**src/rtl/swd_transact_if.sv**
```systemverilog
// swd_transact_if: host request/response and bit-engine signals of the SWD transaction sequencer
interface swd_transact_if;
    logic go;
    logic apndp;
    logic rnw;
    logic [1:0] addr;
    logic [31:0] wdata;
    logic [31:0] rdata;
    logic [2:0] ack;
    logic perr;
    logic done;
    logic busy;
    logic [4:0] eBits;
    logic eUseParity;
    logic eTxReq;
    logic eRxReq;
    logic [31:0] eDataTo;
    logic [31:0] eDataFrom;
    logic eParityGood;
    logic eBusy;
    modport slave (
        input go, apndp, rnw, addr, wdata, eDataFrom, eParityGood, eBusy,
        output rdata, ack, perr, done, busy, eBits, eUseParity, eTxReq, eRxReq, eDataTo
    );
    modport master (
        output go, apndp, rnw, addr, wdata, eDataFrom, eParityGood, eBusy,
        input rdata, ack, perr, done, busy, eBits, eUseParity, eTxReq, eRxReq, eDataTo
    );
endinterface

```
**src/rtl/swd_transact.sv**
```systemverilog
// swd_transact: sequences header, ACK, data and idle-trailer operations through the SWD bit engine
module swd_transact #(
    parameter int RETRIES = 4,
    parameter int IDLE_BITS = 8,
    parameter int GAP_CYCLES = 16
) (
    input logic clk,
    input logic rst,
    swd_transact_if.slave bus
);
    localparam logic [2:0] P_IDLE = 3'd0;
    localparam logic [2:0] P_HDR = 3'd1;
    localparam logic [2:0] P_ACK = 3'd2;
    localparam logic [2:0] P_RD = 3'd3;
    localparam logic [2:0] P_WR = 3'd4;
    localparam logic [2:0] P_TRAIL = 3'd5;
    localparam logic [2:0] P_DONE = 3'd6;
    localparam logic [1:0] S_REQ = 2'd0;
    localparam logic [1:0] S_WAITHI = 2'd1;
    localparam logic [1:0] S_WAITLO = 2'd2;
    localparam logic [1:0] S_GAP = 2'd3;
    localparam int RW = RETRIES > 0 ? $clog2(RETRIES + 1) : 1;
    localparam int GW = GAP_CYCLES > 1 ? $clog2(GAP_CYCLES) : 1;
    localparam logic [4:0] TRAIL_BITS = 5'(IDLE_BITS > 0 ? IDLE_BITS - 1 : 0);

    logic [2:0] phase;
    logic [2:0] nextPhase;
    logic [1:0] sub;
    logic [RW-1:0] retryCnt;
    logic [GW-1:0] gapCnt;
    logic apReg;
    logic rnwReg;
    logic [1:0] addrReg;
    logic [31:0] wdataReg;
    logic [7:0] header;
    logic opTx;
    logic [4:0] opBits;
    logic opPar;
    logic [31:0] opData;

    // Header word and the engine operation that belongs to the current phase
    always_comb begin
        header = {1'b1, 1'b0, apReg ^ rnwReg ^ addrReg[0] ^ addrReg[1], addrReg, rnwReg, apReg, 1'b1};
        opTx = phase == P_HDR || phase == P_WR || phase == P_TRAIL;
        opBits = phase == P_HDR ? 5'd7 : phase == P_ACK ? 5'd2 : phase == P_TRAIL ? TRAIL_BITS : 5'd31;
        opPar = phase == P_RD || phase == P_WR;
        opData = phase == P_HDR ? {24'h0, header} : phase == P_WR ? wdataReg : 32'h0;
    end

    // Phase that follows once the current operation's gap has elapsed
    always_comb begin
        nextPhase = phase == P_HDR ? P_ACK
            : phase == P_ACK ? (bus.ack == 3'b001 ? (rnwReg ? P_RD : P_WR)
                : (bus.ack == 3'b010 && retryCnt < RW'(RETRIES)) ? P_HDR : P_DONE)
            : ((phase == P_RD || phase == P_WR) && IDLE_BITS > 0) ? P_TRAIL : P_DONE;
    end

    // Request acceptance, engine handshake, result capture and completion
    always_ff @(posedge clk) begin
        if (rst) begin
            phase <= P_IDLE;
            sub <= S_REQ;
            retryCnt <= '0;
            gapCnt <= '0;
            apReg <= 1'b0;
            rnwReg <= 1'b0;
            addrReg <= 2'b00;
            wdataReg <= 32'h0;
            bus.rdata <= 32'h0;
            bus.ack <= 3'b000;
            bus.perr <= 1'b0;
            bus.done <= 1'b0;
            bus.busy <= 1'b0;
            bus.eBits <= 5'd0;
            bus.eUseParity <= 1'b0;
            bus.eTxReq <= 1'b0;
            bus.eRxReq <= 1'b0;
            bus.eDataTo <= 32'h0;
        end else begin
            bus.done <= 1'b0;
            if (phase == P_IDLE) begin
                if (bus.go) begin
                    apReg <= bus.apndp;
                    rnwReg <= bus.rnw;
                    addrReg <= bus.addr;
                    wdataReg <= bus.wdata;
                    bus.busy <= 1'b1;
                    bus.ack <= 3'b000;
                    bus.perr <= 1'b0;
                    bus.rdata <= 32'h0;
                    phase <= P_HDR;
                    sub <= S_REQ;
                end
            end else if (phase == P_DONE) begin
                bus.done <= 1'b1;
                bus.busy <= 1'b0;
                retryCnt <= '0;
                phase <= P_IDLE;
            end else begin
                case (sub)
                    S_REQ: begin
                        bus.eBits <= opBits;
                        bus.eUseParity <= opPar;
                        bus.eDataTo <= opData;
                        bus.eTxReq <= opTx;
                        bus.eRxReq <= !opTx;
                        sub <= S_WAITHI;
                    end
                    S_WAITHI: if (bus.eBusy) begin
                        bus.eTxReq <= 1'b0;
                        bus.eRxReq <= 1'b0;
                        sub <= S_WAITLO;
                    end
                    S_WAITLO: if (!bus.eBusy) begin
                        if (phase == P_ACK) bus.ack <= bus.eDataFrom[2:0];
                        if (phase == P_RD) begin
                            bus.rdata <= bus.eDataFrom;
                            bus.perr <= !bus.eParityGood;
                        end
                        gapCnt <= GW'(GAP_CYCLES - 1);
                        sub <= S_GAP;
                    end
                    default: if (gapCnt == '0) begin
                        if (phase == P_ACK && nextPhase == P_HDR) retryCnt <= retryCnt + 1'b1;
                        phase <= nextPhase;
                        sub <= S_REQ;
                    end else begin
                        gapCnt <= gapCnt - 1'b1;
                    end
                endcase
            end
        end
    end
endmodule

```
**src/flat_wrapper.sv**
```systemverilog
// flat-port wrapper written by rule: the top's interface ports become plain ports
module swd_transact_flat 
#(
    parameter int RETRIES = 4,
    parameter int IDLE_BITS = 8,
    parameter int GAP_CYCLES = 16
)
  (clk, rst, bus_go, bus_apndp, bus_rnw, bus_addr, bus_wdata, bus_eDataFrom, bus_eParityGood, bus_eBusy, bus_rdata, bus_ack, bus_perr, bus_done, bus_busy, bus_eBits, bus_eUseParity, bus_eTxReq, bus_eRxReq, bus_eDataTo);
  swd_transact_if bus_i ();
  input logic clk;
  input logic rst;
  input wire logic [$bits(bus_i.go)-1:0] bus_go;
  input wire logic [$bits(bus_i.apndp)-1:0] bus_apndp;
  input wire logic [$bits(bus_i.rnw)-1:0] bus_rnw;
  input wire logic [$bits(bus_i.addr)-1:0] bus_addr;
  input wire logic [$bits(bus_i.wdata)-1:0] bus_wdata;
  input wire logic [$bits(bus_i.eDataFrom)-1:0] bus_eDataFrom;
  input wire logic [$bits(bus_i.eParityGood)-1:0] bus_eParityGood;
  input wire logic [$bits(bus_i.eBusy)-1:0] bus_eBusy;
  output wire logic [$bits(bus_i.rdata)-1:0] bus_rdata;
  output wire logic [$bits(bus_i.ack)-1:0] bus_ack;
  output wire logic [$bits(bus_i.perr)-1:0] bus_perr;
  output wire logic [$bits(bus_i.done)-1:0] bus_done;
  output wire logic [$bits(bus_i.busy)-1:0] bus_busy;
  output wire logic [$bits(bus_i.eBits)-1:0] bus_eBits;
  output wire logic [$bits(bus_i.eUseParity)-1:0] bus_eUseParity;
  output wire logic [$bits(bus_i.eTxReq)-1:0] bus_eTxReq;
  output wire logic [$bits(bus_i.eRxReq)-1:0] bus_eRxReq;
  output wire logic [$bits(bus_i.eDataTo)-1:0] bus_eDataTo;
  assign bus_i.go = bus_go;
  assign bus_i.apndp = bus_apndp;
  assign bus_i.rnw = bus_rnw;
  assign bus_i.addr = bus_addr;
  assign bus_i.wdata = bus_wdata;
  assign bus_i.eDataFrom = bus_eDataFrom;
  assign bus_i.eParityGood = bus_eParityGood;
  assign bus_i.eBusy = bus_eBusy;
  assign bus_rdata = bus_i.rdata;
  assign bus_ack = bus_i.ack;
  assign bus_perr = bus_i.perr;
  assign bus_done = bus_i.done;
  assign bus_busy = bus_i.busy;
  assign bus_eBits = bus_i.eBits;
  assign bus_eUseParity = bus_i.eUseParity;
  assign bus_eTxReq = bus_i.eTxReq;
  assign bus_eRxReq = bus_i.eRxReq;
  assign bus_eDataTo = bus_i.eDataTo;
  swd_transact #(.RETRIES(RETRIES), .IDLE_BITS(IDLE_BITS), .GAP_CYCLES(GAP_CYCLES)) u_core (.clk(clk), .rst(rst), .bus(bus_i));
endmodule
```
**config.mk**
```make
export PLATFORM = sky130hd
export DESIGN_NAME = swd_transact_flat
export DESIGN_NICKNAME = d
export VERILOG_FILES = /design/src/rtl/swd_transact_if.sv /design/src/rtl/swd_transact.sv /design/src/flat_wrapper.sv
export SDC_FILE = /design/constraint.sdc
export NUM_CORES = 1
export LEC_CHECK = 0
export ABC_AREA = 1
export CAP_MARGIN = 5
export CORE_MARGIN = 2
export CORE_UTILIZATION = 30
export CTS_CLUSTER_DIAMETER = 50
export DETAILED_ROUTE_END_ITERATION = 16
export MAX_ROUTING_LAYER = met4
export SKIP_CTS_REPAIR_TIMING = 1
export SYNTH_ARGS = -nofsm -noshare
export SYNTH_HDL_FRONTEND = slang
export SYNTH_SLANG_ARGS = --single-unit
```
**constraint.sdc**
```tcl
create_clock -name clk -period 3.25 [get_ports clk]
set_input_delay 0.65 -clock clk [delete_from_list [all_inputs] [get_ports clk]]
set_output_delay 0.65 -clock clk [all_outputs]
set_load 0.05 [all_outputs]
```
# Word-level counts from Yosys, hierarchy flattened
# Index checks and enable logic that the tools add are counted.
[word_totals] memories=0 latch_bits=0 mem_bits_ro=0 word_cells=135 ramBits=0 out_inout_bits=78 reg_bits=126 in_bits=73
[op_classes] multipliers=0 bitwise=6 muxes=55 div_mod_pow=0 n_reduce_logical=32 shift=0 order_cmp=1 n_addsub=2 n_eq_ne=21
[op_table] operator="32-bit 2-to-1 mux" n=8
[op_table] operator="3-bit 2-to-1 mux" n=20
[op_table] operator="5-bit AND reduction" n=4
[op_table] operator="5-bit 2-to-1 mux" n=3
[op_table] operator="2-bit 2-to-1 mux" n=7
[op_table] operator="2-bit nonzero test" n=7
[op_table] operator="1-bit 2-to-1 mux" n=11
[op_table] operator="3-bit by 1-bit == test with 1-bit output, second input constant" n=3
[op_table] operator="3-bit by 2-bit == test with 1-bit output, second input constant" n=3
[op_table] operator="3-bit == test, second input constant" n=3
[op_table] operator="4-bit 2-to-1 mux" n=2
[op_table] operator="2-bit != test, second input constant" n=4
[op_table] operator="4-bit case mux with 2 select lines" n=1
[op_table] operator="4-bit AND reduction" n=2
[op_table] operator="2-bit by 1-bit != test with 1-bit output, second input constant" n=3
[op_table] operator="3-bit by 2-bit != test with 1-bit output, second input constant" n=2
[op_table] operator="2-bit case mux with 3 select lines" n=1
[op_table] operator="3-bit AND reduction" n=2
[op_table] operator="5-bit nonzero test" n=1
[op_table] operator="4-bit zero test" n=1
[op_table] operator="1-bit case mux with 2 select lines" n=2
[op_table] operator="2-bit AND reduction" n=2
[op_table] operator="2-bit OR reduction" n=2
[op_table] operator="4-bit by 1-bit subtractor with 4-bit output, second input constant" n=1
[op_table] operator="other kinds (14)" n=22

# Depth between registers and ports, before layout
# Gate-level depths: netlist of the first run.
[depth] ltp_word=12 ltp_mapped=11

# Worst setup path after synthesis of the first run
# OpenSTA, ideal clock, no wires.
[synth_path] kind="in2reg" start="in bus_go" end="reg u_core.bus.rdata[0]" path_slack_ns=1.652 arrival_time_ns=1.485 cell_stages=8 path_buffers=3 setup_ns=0.113 path_cell_list="buf_2 > nand2_4 > o21ai_2 > buf_4 > buf_2 > nand3_1 > nand2_1 > nor2_1"
[synth_between] elab_chain_cells=2
[synth_lines] element="start, declared" line_no="flat_wrapper.sv:12" rtl="input wire logic [$bits(bus_i.go)-1:0] bus_go;"
[synth_lines] element="2-bit != test (no source line)"
[synth_lines] element="5-bit AND reduction (no source line)"
[synth_lines] element="end signal, assigned" line_no="swd_transact.sv:117" rtl="bus.rdata <= bus.eDataFrom;"
[synth_lines] element="end, declared" line_no="swd_transact_if.sv:23" rtl="output rdata, ack, perr, done, busy, eBits, eUseParity, eTxReq, eRxReq, eDataTo"
# Every way passes these cells.
# A chain may end at the register's enable or synchronous reset.

# Worst setup path after layout of the first run
[layout_path] start="reg u_core.bus.ack[1]" end="out bus_ack[1]"
[layout_lines] element="start, declared" line_no="swd_transact_if.sv:23"
[layout_lines] element="start signal, assigned" line_no="swd_transact.sv:115" rtl="if (phase == P_ACK) bus.ack <= bus.eDataFrom[2:0];"
[layout_lines] element="end, declared" line_no="flat_wrapper.sv:21" rtl="output wire logic [$bits(bus_i.ack)-1:0] bus_ack;"
# No word-level cell between the ends.

==> results of run 1 <==
## synth_stat cells, drive strengths merged
master / n / area [sq um]
clkinv: 2 / 7.51
buf: 27 / 175
o21ai: 23 / 123
or2: 3 / 18.8
and2: 1 / 6.26
nand3: 110 / 551
nor3: 2 / 10.0
clkbuf: 22 / 82.6
a21oi: 82 / 410
xnor2: 2 / 17.5
o211ai: 1 / 7.51
ha: 6 / 75.1
nand4: 1 / 6.26
dfxtp: 124 / 2480
o21a: 2 / 15.0
nand2: 169 / 654
nand3b: 1 / 7.51
o22ai: 4 / 25.0
nor2: 107 / 412
inv: 33 / 126
xor2: 1 / 8.76
## worst min-delay path: cells and delay by family (launching register included)
family                 cells  cell delay (ns)
AOI/OAI and AO/OA          1             0.05
DFF                        1             0.30
buffers and inverters      1             0.06
## area by class of cell
type / instances / area (sq um)
clock buffer: 17 / 425
clock inverter: 15 / 145
fill: 1803 / 9770
inverter: 35 / 134
multi-input combinational: 515 / 2350
sequential: 124 / 2480
tap: 225 / 282
timing repair buffer: 162 / 1590
## path summary, 6_finish.rpt
kind	start	to	slack, ns	depth (start not counted)
max	u_core.bus.ack[1]$_SDFFE_PP0P_	bus_ack[1]	0.93	1
min	u_core.wdataReg[7]$_SDFFE_PP0P_	u_core.wdataReg[7]$_SDFFE_PP0P_	0.45	2
max reg2reg	u_core.phase[2]$_SDFFE_PP0P_	u_core.sub[0]$_SDFFE_PP0P_	1.00	10
min reg2reg	u_core.wdataReg[7]$_SDFFE_PP0P_	u_core.wdataReg[7]$_SDFFE_PP0P_	0.45	2
## metal layers
| layer | wire, um | part of all wire | up-vias |
|---|---|---|---|
| met1 | 7300 | 0.50 | 2243 |
| met3 | 1170 | 0.079 | 6 |
| met5 | 0 | 0 | - |
| li1 | - | - | 2619 |
| met4 | 80 | 0.0054 | 0 |
| met2 | 6140 | 0.42 | 170 |
## power by group through the flow
stage                     clock network (mW)  registers, mW  logic, mW
final                                   1.83           1.72       1.11
after global routing                    1.94           1.74       1.22
after CTS                               1.87           1.72       1.13
after detailed placement                   0           1.75       1.12
after global placement                     0           1.75       1.12
after floorplan                            0           2.03      0.492
## cell families after synthesis
kind of cell	after synthesis
fa+ha+maj	6
xor+xnor	3
simple gates	394
buf+inv	84
compound gates	112
flops	124
## flip-flops by register name (all words and copies together) (netlist names)
register               flops
u_core.retryCnt            3
u_core.bus.eRxReq          1
u_core.bus.ack             3
u_core.addrReg             2
u_core.bus.busy            1
u_core.bus.done            1
u_core.bus.eUseParity      1
u_core.rnwReg              1
u_core.bus.eTxReq          1
u_core.phase               3
u_core.sub                 2
u_core.gapCnt              4
u_core.bus.rdata          32
u_core.wdataReg           32
u_core.bus.eDataTo        32
u_core.apReg               1
u_core.bus.perr            1
u_core.bus.eBits           3
==> flow_metrics.env, run 1 <==
export IMPL_met2_usage=0.244
export IMPL_avgViaCountPerCell=4.61
export IMPL_fin_tns_setup_ns=0
export IMPL_power_density_mw_per_mm2=630
export IMPL_gr_usage_all_layers=0.166
export IMPL_wire_per_inst_um=13.4
export IMPL_hold_viol_final=0
export IMPL_place_ws_ns=0.992
export IMPL_grt_start_max_net_pins=64
export IMPL_period_share=0.714
export IMPL_die_h_um=136
export IMPL_slew_headroom=0.483
export IMPL_p_int_mw=3.05
export IMPL_final_common_cell="nand2_1"
export IMPL_grtUsageMet3=0.0556
export IMPL_synthMuxAreaShare=0
export IMPL_first_pass_iters=5
export IMPL_power_frac_comb=0.239
export IMPL_clkPwrFrac=0.392
export IMPL_drc_errors=0
export IMPL_synthAdderAreaFrac=0.0144
export IMPL_syn_avg_cell_area_sq_um=7.22
export IMPL_grt_overflow=0
export IMPL_synth_cell_area_sq_mm=0.00522
export IMPL_die_area_sq_mm=0.0185
export IMPL_clock_fmax_mhz=431
export IMPL_post_route_util=0.431
export IMPL_gp_congestion=0.821
export IMPL_setup_viol=0
export IMPL_wirelength_mm=14.7
export IMPL_hpwl_mm=9.37
export IMPL_synthXorXnorAreaFrac=0.00503
export IMPL_crit_type="flop to primary output"
export IMPL_finalCriticalPeriod_ns=2.32
export IMPL_ys_warn_count=0
export IMPL_holdWs_ns=0.450
export IMPL_start_kind="flop"
export IMPL_fp_coreArea_sq_mm=0.0172
export IMPL_syn_inst=723
export IMPL_grt_pass1_wl_mm=23.7
export IMPL_pwr_share_seq=0.369
export IMPL_cts_tree="done"
export IMPL_worst_hold_path_type="flop to flop"
export IMPL_ys_ff_latch=124
export IMPL_cp_slowest_cell="clkdlybuf4s50_1"
export IMPL_cp_arrival_ns=1.67
export IMPL_ys_seq_area_frac=0.475
export IMPL_clock_sinks=124
export IMPL_dr_first_iter_drc_count=263
export IMPL_finalPower_mw=4.66
export IMPL_slowest_delay_ns=0.84
export IMPL_drv_slew=0
export IMPL_switching_share=0.346
export IMPL_nNetsFinal=934
export IMPL_cts_max_path_buffers=2
export IMPL_num_rows=48
export IMPL_use_met1=0.222
export IMPL_antenna_found_initial=0
export IMPL_dp_cells=1061
export IMPL_dr_total_vias=5038
export IMPL_outcome="finished, final reports clean"
export IMPL_rsz0062_at_grt="false"
export IMPL_cap_violations=0
export IMPL_final_cell_mix="165 x nand2_1, 149 x clkdlybuf4s50_1, 124 x dfxtp_1"
export IMPL_post_dp_cell_area_sq_mm=0.00683
export IMPL_fin_cells=1093
export IMPL_top_usage_layer="met2"
export IMPL_synth_simple_area_share=0.319
export IMPL_drive_gt1_frac=0.0680
export IMPL_clk_pin_slew_worst_paths_ns=0.06
export IMPL_path_buf_inv=1
export IMPL_die_width_um=136
export IMPL_ir_drop_mv=0.384
export IMPL_htreeDepth=4
export IMPL_synth_compound_area_frac=0.111
export IMPL_skew_ns=0.00934
export IMPL_cp_end_kind="primary output"
export IMPL_power_leakage_nw=2.88
export IMPL_synth_top_family_by_area="simple AND/OR/NAND/NOR gates"
export IMPL_fin_area_sq_mm=0.00740
export IMPL_crit_chain="clkdlybuf4s50_1"
export IMPL_n_antenna_cell=0
export IMPL_clock_latency_ns=0.42
export IMPL_ys_types=31
export IMPL_cts_root_buf="clkbuf_16"
export IMPL_setup_ws_ns=0.930
export IMPL_synth_fp_nets=802
export IMPL_ant_nets=0
export IMPL_start_util=0.304
export IMPL_crit_required_ns=2.60
export IMPL_numCtsBuffers=17
export IMPL_worst_pin_slew_ns=0.775
export IMPL_cp_top_family="buffers and inverters"
export IMPL_p_sw_mw=1.61
export IMPL_ioPinCount=151
export IMPL_port_buffers=150
export IMPL_crit_fanout=5
export IMPL_grt_pass1_vias=4696
export IMPL_area_growth_pct=41.8
(Power assumes the default switching activity.)
==> run 2, diff against run 1 <==
==> constraint.sdc (replaced) <==
create_clock -name clk -period 2.2 [get_ports clk]
set_input_delay 0.44 -clock clk [delete_from_list [all_inputs] [get_ports clk]]
set_output_delay 0.44 -clock clk [all_outputs]
set_load 0.05 [all_outputs]
==> run 2 against run 1 <==
Compared with the run above:
- core utilization up 0.58 points
- sequential cell count unchanged
- non-clock buffer count up 4
- cell area up 1.3%
- sequential power up 48%
- global-route usage up 0.27 points
- total power up 51%
- routed wire length up 2.8%
- final cell count up 0.37%
- clock skew down 0.0021 ns
- first-iteration DRC count up 18%
- via count up 2.0%
==> flow_metrics.env, run 2 (synthesis results as in run 1) <==
export IMPL_outcome="finished, final reports clean"
export IMPL_final_common_cell="nand2_1"
export IMPL_avgViaCountPerCell=4.69
export IMPL_crit_chain="clkdlybuf4s50_1"
export IMPL_post_dp_cell_area_sq_mm=0.00691
export IMPL_fin_tns_setup_ns=0
export IMPL_clock_latency_ns=0.42
export IMPL_grt_pass1_vias=4777
export IMPL_die_area_sq_mm=0.0185
export IMPL_die_width_um=136
export IMPL_wirelength_mm=15.1
export IMPL_power_leakage_nw=2.92
export IMPL_period_share=0.955
export IMPL_drive_gt1_frac=0.0722
export IMPL_grt_start_max_net_pins=64
export IMPL_finalPower_mw=7.04
export IMPL_fin_cells=1097
export IMPL_grt_pass1_wl_mm=24.0
export IMPL_ir_drop_mv=0.526
export IMPL_die_h_um=136
export IMPL_r2r_cells=8
export IMPL_dr_total_vias=5141
export IMPL_start_kind="flop"
export IMPL_r2r_end="u_core.bus.rdata[21]$_SDFFE_PP0P_"
export IMPL_fp_coreArea_sq_mm=0.0172
export IMPL_place_ws_ns=0.269
export IMPL_cp_top_family="buffers and inverters"
export IMPL_hpwl_mm=9.56
export IMPL_start_util=0.304
export IMPL_grt_overflow=0
export IMPL_holdPathStages=2
export IMPL_finalCriticalPeriod_ns=2.10
export IMPL_cts_tree="done"
export IMPL_multi_input_area_sq_mm=0.00235
export IMPL_numCtsBuffers=17
export IMPL_worstReg2RegStart="u_core.phase[2]$_SDFFE_PP0P_"
export IMPL_dp_cells=1065
export IMPL_rsz0062_at_grt="false"
export IMPL_holdWs_ns=0.449
export IMPL_cap_violations=0
export IMPL_gr_usage_all_layers=0.169
export IMPL_final_cell_mix="165 x nand2_1, 149 x clkdlybuf4s50_1, 124 x dfxtp_1"
export IMPL_seq_area_sq_mm=0.00248
export IMPL_holdPathEnd="u_core.wdataReg[0]$_SDFFE_PP0P_"
export IMPL_cp_end_kind="primary output"
export IMPL_antenna_found_initial=0
export IMPL_skew_ns=0.00728
export IMPL_rrSetupSlack_ns=0.38
export IMPL_n_antenna_cell=0
export IMPL_crit_type="flop to primary output"
export IMPL_first_pass_iters=8
export IMPL_crit_required_ns=1.76
export IMPL_worst_hold_path_type="flop to flop"
export IMPL_worst_pin_slew_ns=0.682
export IMPL_ant_nets=0
export IMPL_drc_errors=0
export IMPL_fin_area_sq_mm=0.00750
export IMPL_nNetsFinal=938
export IMPL_cts_root_buf="clkbuf_16"
export IMPL_htreeDepth=4
export IMPL_cp_arrival_ns=1.66
export IMPL_reg_top3="u_core.bus.eDataTo x32, u_core.bus.rdata x32, u_core.wdataReg x32"
export IMPL_num_rows=48
export IMPL_area_growth_pct=43.7
export IMPL_clk_pin_slew_worst_paths_ns=0.06
export IMPL_slowest_delay_ns=0.84
export IMPL_cts_max_path_buffers=2
export IMPL_n_fill_cell=1821
export IMPL_dr_first_iter_drc_count=310
export IMPL_setup_viol=0
export IMPL_ioPinCount=151
export IMPL_path_buf_inv=1
export IMPL_cp_slowest_cell="clkdlybuf4s50_1"
export IMPL_power_density_mw_per_mm2=938
export IMPL_hp_start="u_core.wdataReg[0]$_SDFFE_PP0P_"
export IMPL_clock_sinks=124
export IMPL_hold_viol_final=0
export IMPL_clock_fmax_mhz=476
export IMPL_slew_headroom=0.546
export IMPL_post_route_util=0.437
export IMPL_gp_congestion=0.771
export IMPL_setup_ws_ns=0.0997
export IMPL_crit_fanout=5
export IMPL_drv_slew=0
export IMPL_port_buffers=150
export IMPL_wire_per_inst_um=13.8
==> run 2: cell types whose count changed in the layout (fill, tap and decap cells not counted), sizes merged <==
cell / previous run / this run
buf: 13 / 17
bufinv: 0 / 2
inv: 44 / 38
clkinvlp: 3 / 4
clkinv: 3 / 6
==> run 2: metal layers <==
layer	share of wire	GRT usage	up-vias
met1	0.48	0.220	2331
met3	0.093	0.0563	13
met2	0.42	0.245	174
met5	0	-	-
li1	-	-	2623
met4	0.0099	0.0579	0
==> run 2: layout make-up <==
cell class,instances,area share
flip-flops and latches,124,0.331
multi-input cells,515,0.313
repair buffers,166,0.222
clock buffers,17,0.0567
well taps,225,0.0375
clock inverters,15,0.0219
inverters,35,0.0178
==> run 2: worst max-delay path by stage <==
stage	endpoint	from	cells after the start	slack, ns
finish	bus_ack[1]	u_core.bus.ack[1]$_SDFFE_PP0P_	1	0.1
floorplan	u_core.bus.rdata[0]$_SDFFE_PP0P_	u_core.phase[2]$_SDFFE_PP0P_	11	0.67
detailed placement	u_core.bus.rdata[25]$_SDFFE_PP0P_	bus_go	7	0.27
global placement	u_core.bus.rdata[29]$_SDFFE_PP0P_	bus_go	7	0.26
CTS	bus_ack[1]	u_core.bus.ack[1]$_SDFFE_PP0P_	1	0.07
global route	bus_ack[1]	u_core.bus.ack[1]$_SDFFE_PP0P_	1	0.04
==> run 2: where the power goes <==
part / switching [mW] / internal [mW]
Clock: 1.12 / 1.68
Sequential: 0.106 / 2.44
Combinational: 1.09 / 0.603
Total: 2.31 / 4.72
==> run 3, diff against run 2 <==
--- a/config.mk
+++ b/config.mk
@@ -8,11 +8,12 @@
 export ABC_AREA = 1
 export CAP_MARGIN = 5
 export CORE_MARGIN = 2
-export CORE_UTILIZATION = 30
+export CORE_UTILIZATION = 35
 export CTS_CLUSTER_DIAMETER = 50
 export DETAILED_ROUTE_END_ITERATION = 16
 export MAX_ROUTING_LAYER = met4
 export SKIP_CTS_REPAIR_TIMING = 1
+export SKIP_LAST_GASP = 1
 export SYNTH_ARGS = -nofsm -noshare
 export SYNTH_HDL_FRONTEND = slang
 export SYNTH_SLANG_ARGS = --single-unit
==> run 3 against run 2 <==
Compared with the run above:
- global-route usage rose by 2.6 points
- worst hold slack improved by 0.0012 ns
- core utilization rose by 7.3 points
- setup slack got worse by 0.0077 ns
- maximum frequency fell by 0.37%
- combinational power barely moved
- cell area fell by 1.3%
- final cell count fell by 3.7%
- die area fell by 14%
- critical path type unchanged
- largest cell class unchanged
==> flow_metrics.env, run 3 (synthesis results as in run 1) <==
export IMPL_outcome="finished, final reports clean"
export IMPL_startpoint="u_core.bus.ack[1]$_SDFFE_PP0P_"
export IMPL_first_pass_iters=5
export IMPL_dr_total_vias=5187
export IMPL_n_fill_cell=1413
export IMPL_cts_root_buf="clkbuf_16"
export IMPL_crit_chain="clkdlybuf4s50_1"
export IMPL_slowest_delay_ns=0.84
export IMPL_hold_viol_final=0
export IMPL_final_cell_mix="165 x nand2_1, 149 x clkdlybuf4s50_1, 124 x dfxtp_1"
export IMPL_seq_area_sq_mm=0.00248
export IMPL_cts_tree="done"
export IMPL_crit_required_ns=1.76
export IMPL_post_route_util=0.509
export IMPL_ioPinCount=151
export IMPL_pwr_share_seq=0.369
export IMPL_clock_latency_ns=0.41
export IMPL_worst_hold_path_type="flop to flop"
export IMPL_setup_viol=0
export IMPL_wire_per_inst_um=14.0
export IMPL_gp_congestion=0.824
export IMPL_clock_fmax_mhz=474
export IMPL_avgViaCountPerCell=4.91
export IMPL_die_h_um=126
export IMPL_ir_drop_mv=0.565
export IMPL_hpwl_mm=9.88
export IMPL_grt_start_max_net_pins=64
export IMPL_antenna_found_initial=1
export IMPL_slew_headroom=0.567
export IMPL_port_buffers=150
export IMPL_power_density_mw_per_mm2=932
export IMPL_final_common_cell="nand2_1"
export IMPL_crit_type="flop to primary output"
export IMPL_r2r_end="u_core.bus.rdata[6]$_SDFFE_PP0P_"
export IMPL_crit_cells=1
export IMPL_clock_sinks=124
export IMPL_die_width_um=126
export IMPL_period_share=0.958
export IMPL_holdPathStages=2
export IMPL_p_int_mw=4.71
export IMPL_drc_errors=0
export IMPL_start_util=0.359
export IMPL_worst_pin_slew_ns=0.649
export IMPL_ant_nets=0
export IMPL_cp_slowest_cell="clkdlybuf4s50_1"
export IMPL_nNetsFinal=938
export IMPL_p_sw_mw=2.19
export IMPL_start_kind="flop"
export IMPL_drv_slew=0
export IMPL_skew_ns=0.00430
export IMPL_rsz0062_at_grt="false"
export IMPL_reg_top3="u_core.bus.eDataTo x32, u_core.bus.rdata x32, u_core.wdataReg x32"
export IMPL_grt_pass1_wl_mm=24.6
export IMPL_num_rows=44
export IMPL_finalPower_mw=6.90
export IMPL_r2r_cells=8
export IMPL_multi_input_area_sq_mm=0.00235
export IMPL_rrSetupSlack_ns=0.41
export IMPL_fin_tns_setup_ns=0
export IMPL_clk_pin_slew_worst_paths_ns=0.05
export IMPL_cp_top_family="buffers and inverters"
export IMPL_crit_fanout=5
export IMPL_cap_violations=0
export IMPL_numCtsBuffers=17
export IMPL_area_growth_pct=41.8
export IMPL_drive_gt1_frac=0.0700
export IMPL_cp_arrival_ns=1.67
export IMPL_die_area_sq_mm=0.0159
export IMPL_dr_first_iter_drc_count=343
export IMPL_grt_overflow=0
export IMPL_switching_share=0.317
export IMPL_power_frac_comb=0.244
export IMPL_finalCriticalPeriod_ns=2.11
export IMPL_cp_end_kind="primary output"
export IMPL_grt_pass1_vias=5040
export IMPL_path_buf_inv=1
export IMPL_clkPwrFrac=0.387
export IMPL_worstReg2RegStart="u_core.phase[1]$_SDFFE_PP0P_"
export IMPL_gr_usage_all_layers=0.195
export IMPL_power_leakage_nw=2.91
export IMPL_wirelength_mm=14.8
export IMPL_cts_max_path_buffers=2
export IMPL_htreeDepth=4
export IMPL_fp_coreArea_sq_mm=0.0145
export IMPL_endpoint="bus_ack[1]"
## run 3: cell types whose count changed in the layout (fill, tap and decap cells not counted), sizes merged
cell	before	now
clkinv	6	7
clkbuf	17	19
diode	0	1
inv	38	34
## run 3: worst min path at each step
stage	from	to	slack [ns]
after floorplan	u_core.wdataReg[0]$_SDFFE_PP0P_	u_core.wdataReg[0]$_SDFFE_PP0P_	0.42
final	u_core.retryCnt[2]$_SDFFE_PP0P_	u_core.retryCnt[2]$_SDFFE_PP0P_	0.45
after CTS	u_core.wdataReg[7]$_SDFFE_PP0P_	u_core.wdataReg[7]$_SDFFE_PP0P_	0.45
after global placement	u_core.wdataReg[7]$_SDFFE_PP0P_	u_core.wdataReg[7]$_SDFFE_PP0P_	0.44
after detailed placement	u_core.wdataReg[7]$_SDFFE_PP0P_	u_core.wdataReg[7]$_SDFFE_PP0P_	0.44
after global routing	u_core.wdataReg[22]$_SDFFE_PP0P_	u_core.wdataReg[22]$_SDFFE_PP0P_	0.48
## run 3: metrics by stage
| step | setup slack (ns) | hold slack (ns) | instance area [sq um] | cells |
|---|---|---|---|---|
| after global placement | 0.309 | 0.435 | 6840 | 1024 |
| after floorplan | 0.669 | 0.425 | 5220 | 723 |
| after global routing | 0.0367 | 0.476 | 7400 | 1056 |
| after detailed placement | 0.298 | 0.445 | 6840 | 1024 |
| final | 0.0920 | 0.451 | 7400 | 1056 |
| after CTS | 0.0582 | 0.453 | 7400 | 1055 |
## run 3: area by class of cell
| type | count | area share |
|---|---|---|
| Clock inverter | 12 | 0.0167 |
| Inverter | 35 | 0.0181 |
| Multi-Input combinational cell | 515 | 0.317 |
| Clock buffer | 19 | 0.0598 |
| Sequential cell | 124 | 0.335 |
| Antenna cell | 1 | 0.000338 |
| Timing Repair Buffer | 166 | 0.222 |
| Tap cell | 184 | 0.0311 |
## run 3: routing by layer
layer,routed length [um],part of all wire,vias up,global-route usage
met5,0,0,-,-
li1,-,-,2614,-
met1,6960,0.47,2373,0.254
met3,1070,0.072,14,0.0624
met2,6580,0.45,186,0.291
met4,152,0.010,0,0.0575
## run 3: power by group through the flow
stage	registers, mW	logic [mW]	clock network, mW
6_report	2.55	1.68	2.67
5_1_grt	2.57	1.84	2.83
4_1_cts	2.55	1.70	2.72
3_5_place_dp	2.60	1.69	0
3_3_place_gp	2.59	1.66	0
2_1_floorplan	2.99	0.727	0
